### src/rtl/isa_pkg.sv
// Shared definitions for the 16-bit lab ISA. The instruction loader and the
// datapath decoder both use this package, so the packer and the unpacker
// always agree on the bit layout.
//
// Contents: opcode constants, instruction field bit positions, the loader
// FSM state type, and the is_rtype()/is_legal() opcode classifiers.
package isa_pkg;

    localparam int INSTR_W = 16;

    // Opcodes
    localparam logic [3:0] OP_LW   = 4'b0000;
    localparam logic [3:0] OP_SW   = 4'b0001;
    localparam logic [3:0] OP_ADD  = 4'b0010;
    localparam logic [3:0] OP_ADDI = 4'b0011;
    localparam logic [3:0] OP_INV  = 4'b0100;
    localparam logic [3:0] OP_AND  = 4'b0101;
    localparam logic [3:0] OP_ANDI = 4'b0110;
    localparam logic [3:0] OP_OR   = 4'b0111;
    localparam logic [3:0] OP_ORI  = 4'b1000;
    localparam logic [3:0] OP_SRA  = 4'b1001;
    localparam logic [3:0] OP_SLL  = 4'b1010;
    localparam logic [3:0] OP_BEQ  = 4'b1011;
    localparam logic [3:0] OP_BNE  = 4'b1100;
    localparam logic [3:0] OP_CLR  = 4'b1101;

    // Field bit positions inside the 16-bit word
    localparam int OPCODE_MSB = 15;
    localparam int OPCODE_LSB = 12;
    localparam int RS_MSB     = 11;
    localparam int RS_LSB     = 10;
    localparam int RT_MSB     = 9;
    localparam int RT_LSB     = 8;
    localparam int RD_MSB     = 7;
    localparam int RD_LSB     = 6;
    localparam int IMM_MSB    = 7;
    localparam int IMM_LSB    = 0;

    typedef enum logic [1:0] {
        ST_IDLE,
        ST_LOAD,
        ST_WRITE,
        ST_DONE
    } loader_state_e;

    // R-format words carry rd in [7:6]; everything else carries imm in [7:0].
    function automatic logic is_rtype(input logic [3:0] opcode);
        case (opcode)
            OP_ADD, OP_INV, OP_AND, OP_OR, OP_CLR: is_rtype = 1'b1;
            default:                               is_rtype = 1'b0;
        endcase
    endfunction

    function automatic logic is_legal(input logic [3:0] opcode);
        case (opcode)
            OP_LW, OP_SW, OP_ADD, OP_ADDI, OP_INV, OP_AND, OP_ANDI,
            OP_OR, OP_ORI, OP_SRA, OP_SLL, OP_BEQ, OP_BNE, OP_CLR:
                is_legal = 1'b1;
            default:
                is_legal = 1'b0;
        endcase
    endfunction

endpackage

### src/rtl/instr_packer.sv
// Combinational field-to-word encoder for the 16-bit lab ISA.
//
// Ports:
//   opcode_i, rs_i, rt_i, rd_i, imm_i : decoded instruction fields
//   word_o                            : packed 16-bit instruction word
//   legal_o                           : opcode is a defined instruction
module instr_packer
    import isa_pkg::*;
(
    input  logic [3:0]         opcode_i,
    input  logic [1:0]         rs_i,
    input  logic [1:0]         rt_i,
    input  logic [1:0]         rd_i,
    input  logic [7:0]         imm_i,
    output logic [INSTR_W-1:0] word_o,
    output logic               legal_o
);

    always_comb begin
        word_o                        = '0;
        word_o[OPCODE_MSB:OPCODE_LSB] = opcode_i;
        word_o[RS_MSB:RS_LSB]         = rs_i;
        word_o[RT_MSB:RT_LSB]         = rt_i;
        // R-format leaves [5:0] zero; I-format ignores rd entirely.
        if (is_rtype(opcode_i)) begin
            word_o[RD_MSB:RD_LSB] = rd_i;
        end else begin
            word_o[IMM_MSB:IMM_LSB] = imm_i;
        end
    end

    assign legal_o = is_legal(opcode_i);

endmodule

### src/rtl/instr_loader.sv
// Sequential instruction loader: accepts decoded field bundles over a
// valid/ready handshake, packs them, and writes each legal word to the
// instruction memory at an auto-incrementing address. Illegal opcodes are
// counted and dropped.
//
// Ports:
//   clk, rst                 : clock, asynchronous active-high reset
//   start_i / finish_i       : begin (or restart) / end a load session
//   in_valid_i / in_ready_o  : field bundle handshake
//   opcode_i .. imm_i        : decoded instruction fields
//   imem_we_o/addr_o/wdata_o : instruction memory write port
//   word_cnt_o / err_cnt_o   : words written / illegal bundles this session
//   busy_o / done_o          : session in progress / session finished
module instr_loader
    import isa_pkg::*;
#(
    parameter int ADDR_W = 8
) (
    input  logic                clk,
    input  logic                rst,
    input  logic                start_i,
    input  logic                finish_i,
    input  logic                in_valid_i,
    output logic                in_ready_o,
    input  logic [3:0]          opcode_i,
    input  logic [1:0]          rs_i,
    input  logic [1:0]          rt_i,
    input  logic [1:0]          rd_i,
    input  logic [7:0]          imm_i,
    output logic                imem_we_o,
    output logic [ADDR_W-1:0]   imem_addr_o,
    output logic [INSTR_W-1:0]  imem_wdata_o,
    output logic [ADDR_W:0]     word_cnt_o,
    output logic [7:0]          err_cnt_o,
    output logic                busy_o,
    output logic                done_o
);

    localparam logic [ADDR_W-1:0] ADDR_LAST = '1;
    localparam logic [ADDR_W-1:0] ADDR_ONE  = ADDR_W'(1);
    localparam logic [ADDR_W:0]   CNT_ONE   = (ADDR_W + 1)'(1);

    loader_state_e        state_q;
    logic                 imem_we_q;
    logic [ADDR_W-1:0]    addr_q;
    logic [INSTR_W-1:0]   wdata_q;
    logic [ADDR_W:0]      word_cnt_q;
    logic [7:0]           err_cnt_q;
    logic                 busy_q;
    logic                 done_q;

    logic [ADDR_W-1:0]    addr_d;
    logic [ADDR_W:0]      word_cnt_d;
    logic [7:0]           err_cnt_d;
    logic [INSTR_W-1:0]   packed_word;
    logic                 packed_legal;

    instr_packer u_packer (
        .opcode_i (opcode_i),
        .rs_i     (rs_i),
        .rt_i     (rt_i),
        .rd_i     (rd_i),
        .imm_i    (imm_i),
        .word_o   (packed_word),
        .legal_o  (packed_legal)
    );

    assign addr_d     = addr_q + ADDR_ONE;
    assign word_cnt_d = word_cnt_q + CNT_ONE;
    // Saturate so 256+ illegal bundles do not wrap back to a small count.
    assign err_cnt_d  = (err_cnt_q == 8'hFF) ? err_cnt_q : err_cnt_q + 8'd1;

    // finish wins over in_valid, so ready is withheld in a finishing cycle.
    assign in_ready_o = (state_q == ST_LOAD) && !finish_i;

    always_ff @(posedge clk or posedge rst) begin
        if (rst) begin
            state_q    <= ST_IDLE;
            imem_we_q  <= 1'b0;
            addr_q     <= '0;
            wdata_q    <= '0;
            word_cnt_q <= '0;
            err_cnt_q  <= '0;
            busy_q     <= 1'b0;
            done_q     <= 1'b0;
        end else begin
            case (state_q)
                ST_IDLE, ST_DONE: begin
                    if (start_i) begin
                        state_q    <= ST_LOAD;
                        addr_q     <= '0;
                        word_cnt_q <= '0;
                        err_cnt_q  <= '0;
                        busy_q     <= 1'b1;
                        done_q     <= 1'b0;
                    end
                end
                ST_LOAD: begin
                    if (finish_i) begin
                        state_q <= ST_DONE;
                        busy_q  <= 1'b0;
                        done_q  <= 1'b1;
                    end else if (in_valid_i) begin
                        if (packed_legal) begin
                            wdata_q   <= packed_word;
                            imem_we_q <= 1'b1;
                            state_q   <= ST_WRITE;
                        end else begin
                            err_cnt_q <= err_cnt_d;
                        end
                    end
                end
                ST_WRITE: begin
                    imem_we_q  <= 1'b0;
                    word_cnt_q <= word_cnt_d;
                    // The last location ends the session; the address is
                    // held there rather than wrapping to 0.
                    if (addr_q == ADDR_LAST) begin
                        state_q <= ST_DONE;
                        busy_q  <= 1'b0;
                        done_q  <= 1'b1;
                    end else begin
                        addr_q  <= addr_d;
                        state_q <= ST_LOAD;
                    end
                end
                default: begin
                    state_q <= ST_IDLE;
                end
            endcase
        end
    end

    assign imem_we_o    = imem_we_q;
    assign imem_addr_o  = addr_q;
    assign imem_wdata_o = wdata_q;
    assign word_cnt_o   = word_cnt_q;
    assign err_cnt_o    = err_cnt_q;
    assign busy_o       = busy_q;
    assign done_o       = done_q;

endmodule
### config.mk
export PLATFORM = sky130hd
export DESIGN_NAME = instr_loader
export DESIGN_NICKNAME = d
export VERILOG_FILES = /design/src/rtl/isa_pkg.sv /design/src/rtl/instr_packer.sv /design/src/rtl/instr_loader.sv
export SDC_FILE = /design/constraint.sdc
export NUM_CORES = 1
export LEC_CHECK = 0
export BUFFER_PORTS_ARGS = -buffer_cell sky130_fd_sc_hd__buf_2
export CAP_MARGIN = 20
export CORE_UTILIZATION = 52
export DETAILED_ROUTE_END_ITERATION = 6
export PLACE_DENSITY = 0.8
export SLEW_MARGIN = 10
export SYNTH_ARGS = -nofsm -noshare
export SYNTH_HDL_FRONTEND = slang
export SYNTH_SLANG_ARGS = --single-unit
### constraint.sdc
create_clock -name clk -period 2 [get_ports clk]
set_input_delay 0.2 -clock clk [delete_from_list [all_inputs] [get_ports clk]]
set_output_delay 0.2 -clock clk [all_outputs]
set_load 0.05 [all_outputs]
==> results of run 1 <==
-- sequential cells by signal, indices dropped and copies added, names as in the netlist --
register,count
busy_o,1
word_cnt_o,9
imem_wdata_o,16
imem_addr_o,8
done_o,1
imem_we_o,1
err_cnt_o,8
state_q,2
-- Yosys cell counts, types with 2 or more instances --
cell       n
mux2_2     2
and3_1     2
a41o_1     2
a22o_1     2
and4_1     2
or4b_1     3
nand4_1    6
dfrtp_1   46
nand3_1    9
a31oi_1    4
o211ai_1   4
nor2_1    12
a211o_1    2
nand2b_1   2
o21ai_0   17
or4_1      2
mux2i_1    5
clkbuf_1   2
buf_2      2
inv_1      7
o31ai_1    3
nor2_2     2
and2_1     2
xor2_1     2
nand3b_1   3
ha_1       5
o22a_1     2
a21oi_1    7
nor2b_1    3
nand2_1   59
nor3_1     5
o221ai_1   3
a21boi_0   3
-- routing by layer --
metal / track usage (%) / up-vias
met4: 8.000 / 0
met5: 0 / -
met3: 5.959 / 4
met1: 31.26 / 1030
li1: - / 1073
met2: 37.86 / 57
-- critical path: cells and delay by family, from the launching register on --
family,cells,cell delay (ps)
buffers and inverters,1,70
flip-flops,1,350
adder cells (fa/ha/maj),1,380
multiplexers,1,340
AND/OR/NAND/NOR,3,690
-- timing repair --
item                                   4_1_cts  5_1_grt
setup buffers                                0        2
gates resized for setup                      0        2
endpoints found under the hold margin        0        0
setup endpoints to repair                    0        9
-- stage by stage --
step	util (%)	total power, W	instances
2_1_floorplan	-	0.003137	253
5_1_grt	67.27	0.004659	385
3_3_place_gp	64.38	0.003625	375
4_1_cts	66.81	0.004370	383
6_report	67.27	0.004398	385
3_5_place_dp	64.38	0.003670	375
-- logic make-up (layout without fill, tap and decap cells) --
group           after synthesis  count (layout)
xor+xnor                      3               3
simple gates                120             120
flops                        46              46
mux                           9               9
buf+inv                      13              93
fa+ha+maj                     5               5
compound gates               57              57
-- cell usage in the layout (no fill, tap or decap), drive strengths merged, types with 2 or more instances in the layout --
master and n:
buf 78, nand2 60, dfrtp 46, o21ai 19, nor2 14, nand3 9
a21oi 8, nand4 7, inv 7, clkbuf 7, mux2i 6, nor3 5
ha 5, a31oi 4, o211ai 4, nand3b 3, nor2b 3, o31ai 3
a21boi 3, o221ai 3, or4b 3, mux2 3, and3 2, and4 2
a41o 2, a22o 2, xor2 2, or4 2, and2 2, o22a 2
a211o 2, nand2b 2
-- area by class of cell --
class	instances	area (um2)	area share (%)
Inverter	7	26.28	0.8910
Clock buffer	7	76.32	2.588
Sequential cell	46	1151	39.03
Clock inverter	1	30.03	1.018
Multi-Input combinational cell	194	1182	40.09
Tap cell	52	65.06	2.206
Timing Repair Buffer	78	417.9	14.17
-- power by group --
part	internal, W	total (W)	switching, W
Sequential	0.00119	0.00136	0.000170
Combinational	0.000691	0.00235	0.00166
Clock	0.000374	0.000687	0.000313
Total	0.00226	0.00440	0.00214
-- path summary, 6_finish.rpt --
kind,start,slack [ps],depth (start not counted),to
worst max-delay path,state_q[0]$_DFFE_PP0P_,110,6,word_cnt_o[7]$_DFFE_PP0P_
worst min-delay path,rst,40,3,imem_addr_o[2]$_DFFE_PP0P_
worst max register to register,state_q[0]$_DFFE_PP0P_,110,6,word_cnt_o[7]$_DFFE_PP0P_
worst min register to register,imem_wdata_o[9]$_DFFE_PP0P_,480,2,imem_wdata_o[9]$_DFFE_PP0P_
max in group asynchronous,rst,1560,3,err_cnt_o[5]$_DFFE_PP0P_
min in group clk,rs_i[0],80,3,imem_wdata_o[10]$_DFFE_PP0P_
==> results.ini, run 1 <==
[sta]
final.period_utilization_pct=94.50
drv_slew=0
worst_pin_slew_ps=587.6
grt_setup_unrepaired=yes
timing.hold.ws_ps=40.22
tns_ps=0
skew_ps=8.899
hold_viol=0
max_freq_mhz=529.1
post-route-min-period_ps=1890
finalWorstSetupSlack_ps=109.9
finalSetupViolations=0
slew_headroom_pct=60.83

[critical_path]
worst_ep_required_time_ps=2240
critPathArrivalTime_ps=2130
crit_fanout=6
worstSetupEndpointType=register
crit_chain=inv_1, ha_2, mux2i_4, nor2_2, or4_1, nand2_1
cp_slowest_cell=or4_1
crit_type=reg -> reg
critPathMaxStageDelay_ps=500
start_kind=register

[detailed_routing]
highest_layer=met4
dr_wl_met3_um=289
wl_met2_mm=2.524
num_vias=2164
via_per_inst=5.621
dr.pass1.iters=4
wl_met1_mm=2.538
drt_iter0_drc=147
wl_mm=5.393
drc_errors=0
ant_nets=0
wl_per_cell_um=14.01

[yosys]
post-synth-top-area-cell=dfrtp_1
netlist_area_um2=2387
synthAdderAreaFrac_pct=2.621
yosys-top-cells-area=dfrtp_1, nand2_1, o21ai_0
yosys.area_share.simple_pct=24.90
avgSynthCellArea_um2=9.436
synthDominantCellAreaShare_pct=48.22
synth_top_family_by_area=simple AND/OR/NAND/NOR gates
synth_compound_area_share_pct=16.09
synth-seq-cells=46
synth_nets=281
synth_mux_area_share_pct=4.612
ys_types=54
seq_area_frac_synth_pct=48.22
yosys_most_used_dff=dfrtp_1
async_flop_share_pct=100.0
syn_inst=253
yosys.area_share.xor_xnor_pct=1.101
synth_edf_count=0
ys.warnings.count=0

[clocking]
clk-insertion-delay-late_ps=300
cts_tree=built
root_buffer=clkbuf_8
htreeDepth=2
cts.clk_slew.worst_paths_ps=80
cts_buffers=5
cts_num_sinks=46
cts_hold_buf=0
clock_path_buffers=2

[final_layout]
insertedDiodeCount=0
stdcell_area_um2=2949
drive_above_1_share_pct=29.73
fillers=378
layout.nets=360
area_delta_synth_final_pct=23.53

[place]
place_hpwl_mm=3.816
dpl_cell_area_um2=2823
dp_slack_ps=51.93
gp_congestion=0.8334
port-buffer-count=67

[die]
die_y_um=69.76
die_x_um=69.76
die_area_um2=4866
rows=24
start_util_pct=54.45
io_pins=68
core_um2=4384

[power_and_ir_drop]
max-vdd-ir-drop_uv=1029
p_leak_nw=1.486
powerDensity_nw_per_um2=1491

[global_route]
grt_pass1_vias=2090
grt_max_degree=47
grt_antenna_before_repair=0
grt_pass1_wl_mm=9.225
gr-usage-all-layers_pct=23.58
grt_overflow=0

[run_status]
status=complete, no violations

[hold_path]
hold_path_class=in -> async

[run]
drv_cap=0

Power figures use the tool's default switching activity.
==> run 2: changes to the inputs <==
--- a/config.mk
+++ b/config.mk
@@ -7,9 +7,9 @@
 export LEC_CHECK = 0
 export BUFFER_PORTS_ARGS = -buffer_cell sky130_fd_sc_hd__buf_2
 export CAP_MARGIN = 20
-export CORE_UTILIZATION = 52
+export CORE_UTILIZATION = 56
 export DETAILED_ROUTE_END_ITERATION = 6
-export PLACE_DENSITY = 0.8
+export PLACE_DENSITY = 0.85
 export SLEW_MARGIN = 10
 export SYNTH_ARGS = -nofsm -noshare
 export SYNTH_HDL_FRONTEND = slang
==> constraint.sdc (replaced) <==
create_clock -name clk -period 2.3 [get_ports clk]
set_input_delay 0.23 -clock clk [delete_from_list [all_inputs] [get_ports clk]]
set_output_delay 0.23 -clock clk [all_outputs]
set_load 0.05 [all_outputs]
==> run 2 against run 1 <==
Sequential power shrank 13%. Die area is 6.9% lower. Global-route usage up 2.1 points. Wire length is 2.4% lower. Cell area down 0.93%. Register-to-register slack improved by 80 ps. Hold slack better by 78 ps. Highest routed layer unchanged. Non-clock buffer count shrank 3. Critical endpoint is now word_cnt_o[6]$_DFFE_PP0P_. First-iteration DRC count down 18%. Clock skew is 0.75 ps lower. Clock power down 15%. Largest power group unchanged. Combinational power shrank 17%.
==> results.ini, run 2 (same netlist as run 1, synthesis figures left out) <==
[clocking]
htreeDepth=2
cts_tree=built
cts_num_sinks=46
cts_buffers=5
cts.clk_slew.worst_paths_ps=90
cts-resized-gates=0
root_buffer=clkbuf_8
clk-insertion-delay-late_ps=300
postCtsSetupRepairBufs=0
cts_hold_buf=1
clock_path_buffers=2

[global_route]
grt_overflow=0
gr-usage-all-layers_pct=25.70
grt_antenna_before_repair=0
grt_pass1_wl_mm=8.659
grt_max_degree=22
grt_pass1_vias=1909

[final_layout]
area_delta_synth_final_pct=22.38
postLayoutCoreUtil_pct=72.00
insertedDiodeCount=0
fillers=327
drive_above_1_share_pct=28.18
layout.nets=357
layout_commonest_cell=buf_2
final_cell_mix=buf_2, nand2_1, dfrtp_1
largest_reg_flops=16
instances_no_fill=380

[die]
die_y_um=67.29
die_area_um2=4528
core_um2=4058
rows=23
io_pins=68
die_x_um=67.29
start_util_pct=58.83

[critical_path]
worstSetupEndpointType=register
crit_type=reg -> reg
crit_path_start=state_q[0]$_DFFE_PP0P_
crit_fanout=10
worst_ep_required_time_ps=2540
critPathArrivalTime_ps=2340
start_kind=register
reg2reg_setup_slack_ps=190
r2r-start=state_q[0]$_DFFE_PP0P_

[sta]
hold_viol=0
final.period_utilization_pct=91.72
slew_headroom_pct=67.12
post-route-min-period_ps=2110
tns_ps=0
skew_ps=8.149
grt_setup_unrepaired=no
finalSetupViolations=0
timing.hold.ws_ps=118.4
drv_slew=0
max_freq_mhz=474.0
worst_pin_slew_ps=492.1

[power_and_ir_drop]
p_comb_share_pct=52.5
p_leak_nw=1.473
p_seq_share_pct=31.7
power.total_w=0.003730
p_clk_share_pct=15.7
powerDensity_nw_per_um2=1277
p_sw_share_pct=49.06
p_int_w=0.001900
max-vdd-ir-drop_uv=1122
power_switching_w=0.001830

[detailed_routing]
ant_nets=0
dr.pass1.iters=4
wl_per_cell_um=13.85
drt_iter0_drc=121
drc_errors=0
num_vias=2159
wl_mm=5.264
via_per_inst=5.682

[run]
drv_cap=0

[hold_path]
min_from=rs_i[0]
hold_path_class=in -> reg

[place]
place_inst=371
port-buffer-count=67
place_hpwl_mm=3.766
gp_congestion=0.8412

[run_status]
status=complete, no violations

-- run 2: power groups by stage --
stage | registers [W] | clock network (W) | logic [W]
finish | 0.00118 | 0.000587 | 0.00196
global route | 0.00122 | 0.000634 | 0.00212
CTS | 0.00119 | 0.000598 | 0.00197
detailed placement | 0.00120 | 0 | 0.00196
global placement | 0.00119 | 0 | 0.00193
floorplan | 0.00192 | 0 | 0.000813
-- run 2: worst paths after layout --
kind / end / depth (start not counted)
max: word_cnt_o[6]$_DFFE_PP0P_ / 6
min: imem_wdata_o[10]$_DFFE_PP0P_ / 3
max reg2reg: word_cnt_o[6]$_DFFE_PP0P_ / 6
min reg2reg: imem_wdata_o[7]$_DFFE_PP0P_ / 2
max in group asynchronous: imem_wdata_o[13]$_DFFE_PP0P_ / 4
min in group asynchronous: word_cnt_o[3]$_DFFE_PP0P_ / 3
-- run 2: cell type report --
| type | count | area, um2 | share of cell area [%] |
|---|---|---|---|
| Timing Repair Buffer | 75 | 397.9 | 13.62 |
| Clock buffer | 7 | 76.32 | 2.612 |
| Clock inverter | 1 | 30.03 | 1.028 |
| Multi-Input combinational cell | 194 | 1177 | 40.30 |
| Sequential cell | 46 | 1151 | 39.40 |
| Tap cell | 50 | 62.56 | 2.141 |
| Inverter | 7 | 26.28 | 0.8994 |
-- run 2: stage by stage --
| step | worst slack (ps) | cell area [um2] |
|---|---|---|
| final | 190.4 | 2922 |
| after global routing | 40.53 | 2922 |
| after CTS | 198.1 | 2922 |
| after detailed placement | 212.5 | 2805 |
| after global placement | 270.3 | 2805 |
| after floorplan | 390.1 | 2387 |
-- run 2: routing by layer --
metal | vias up | GRT usage (%) | part of all wire, %
li1 | 1073 | - | -
met1 | 1007 | 34.71 | 47
met2 | 73 | 39.88 | 47
met3 | 6 | 5.405 | 4.7
met4 | 0 | 10.90 | 1.4
met5 | - | 0 | 0
-- run 2: worst max-delay path: stages (launching register included) --
cell and delay [ps]:
dfrtp_1 350, inv_1 60, ha_1 510, mux2i_4 420, nor2_2 120, or4_1 520, nand2_1 80
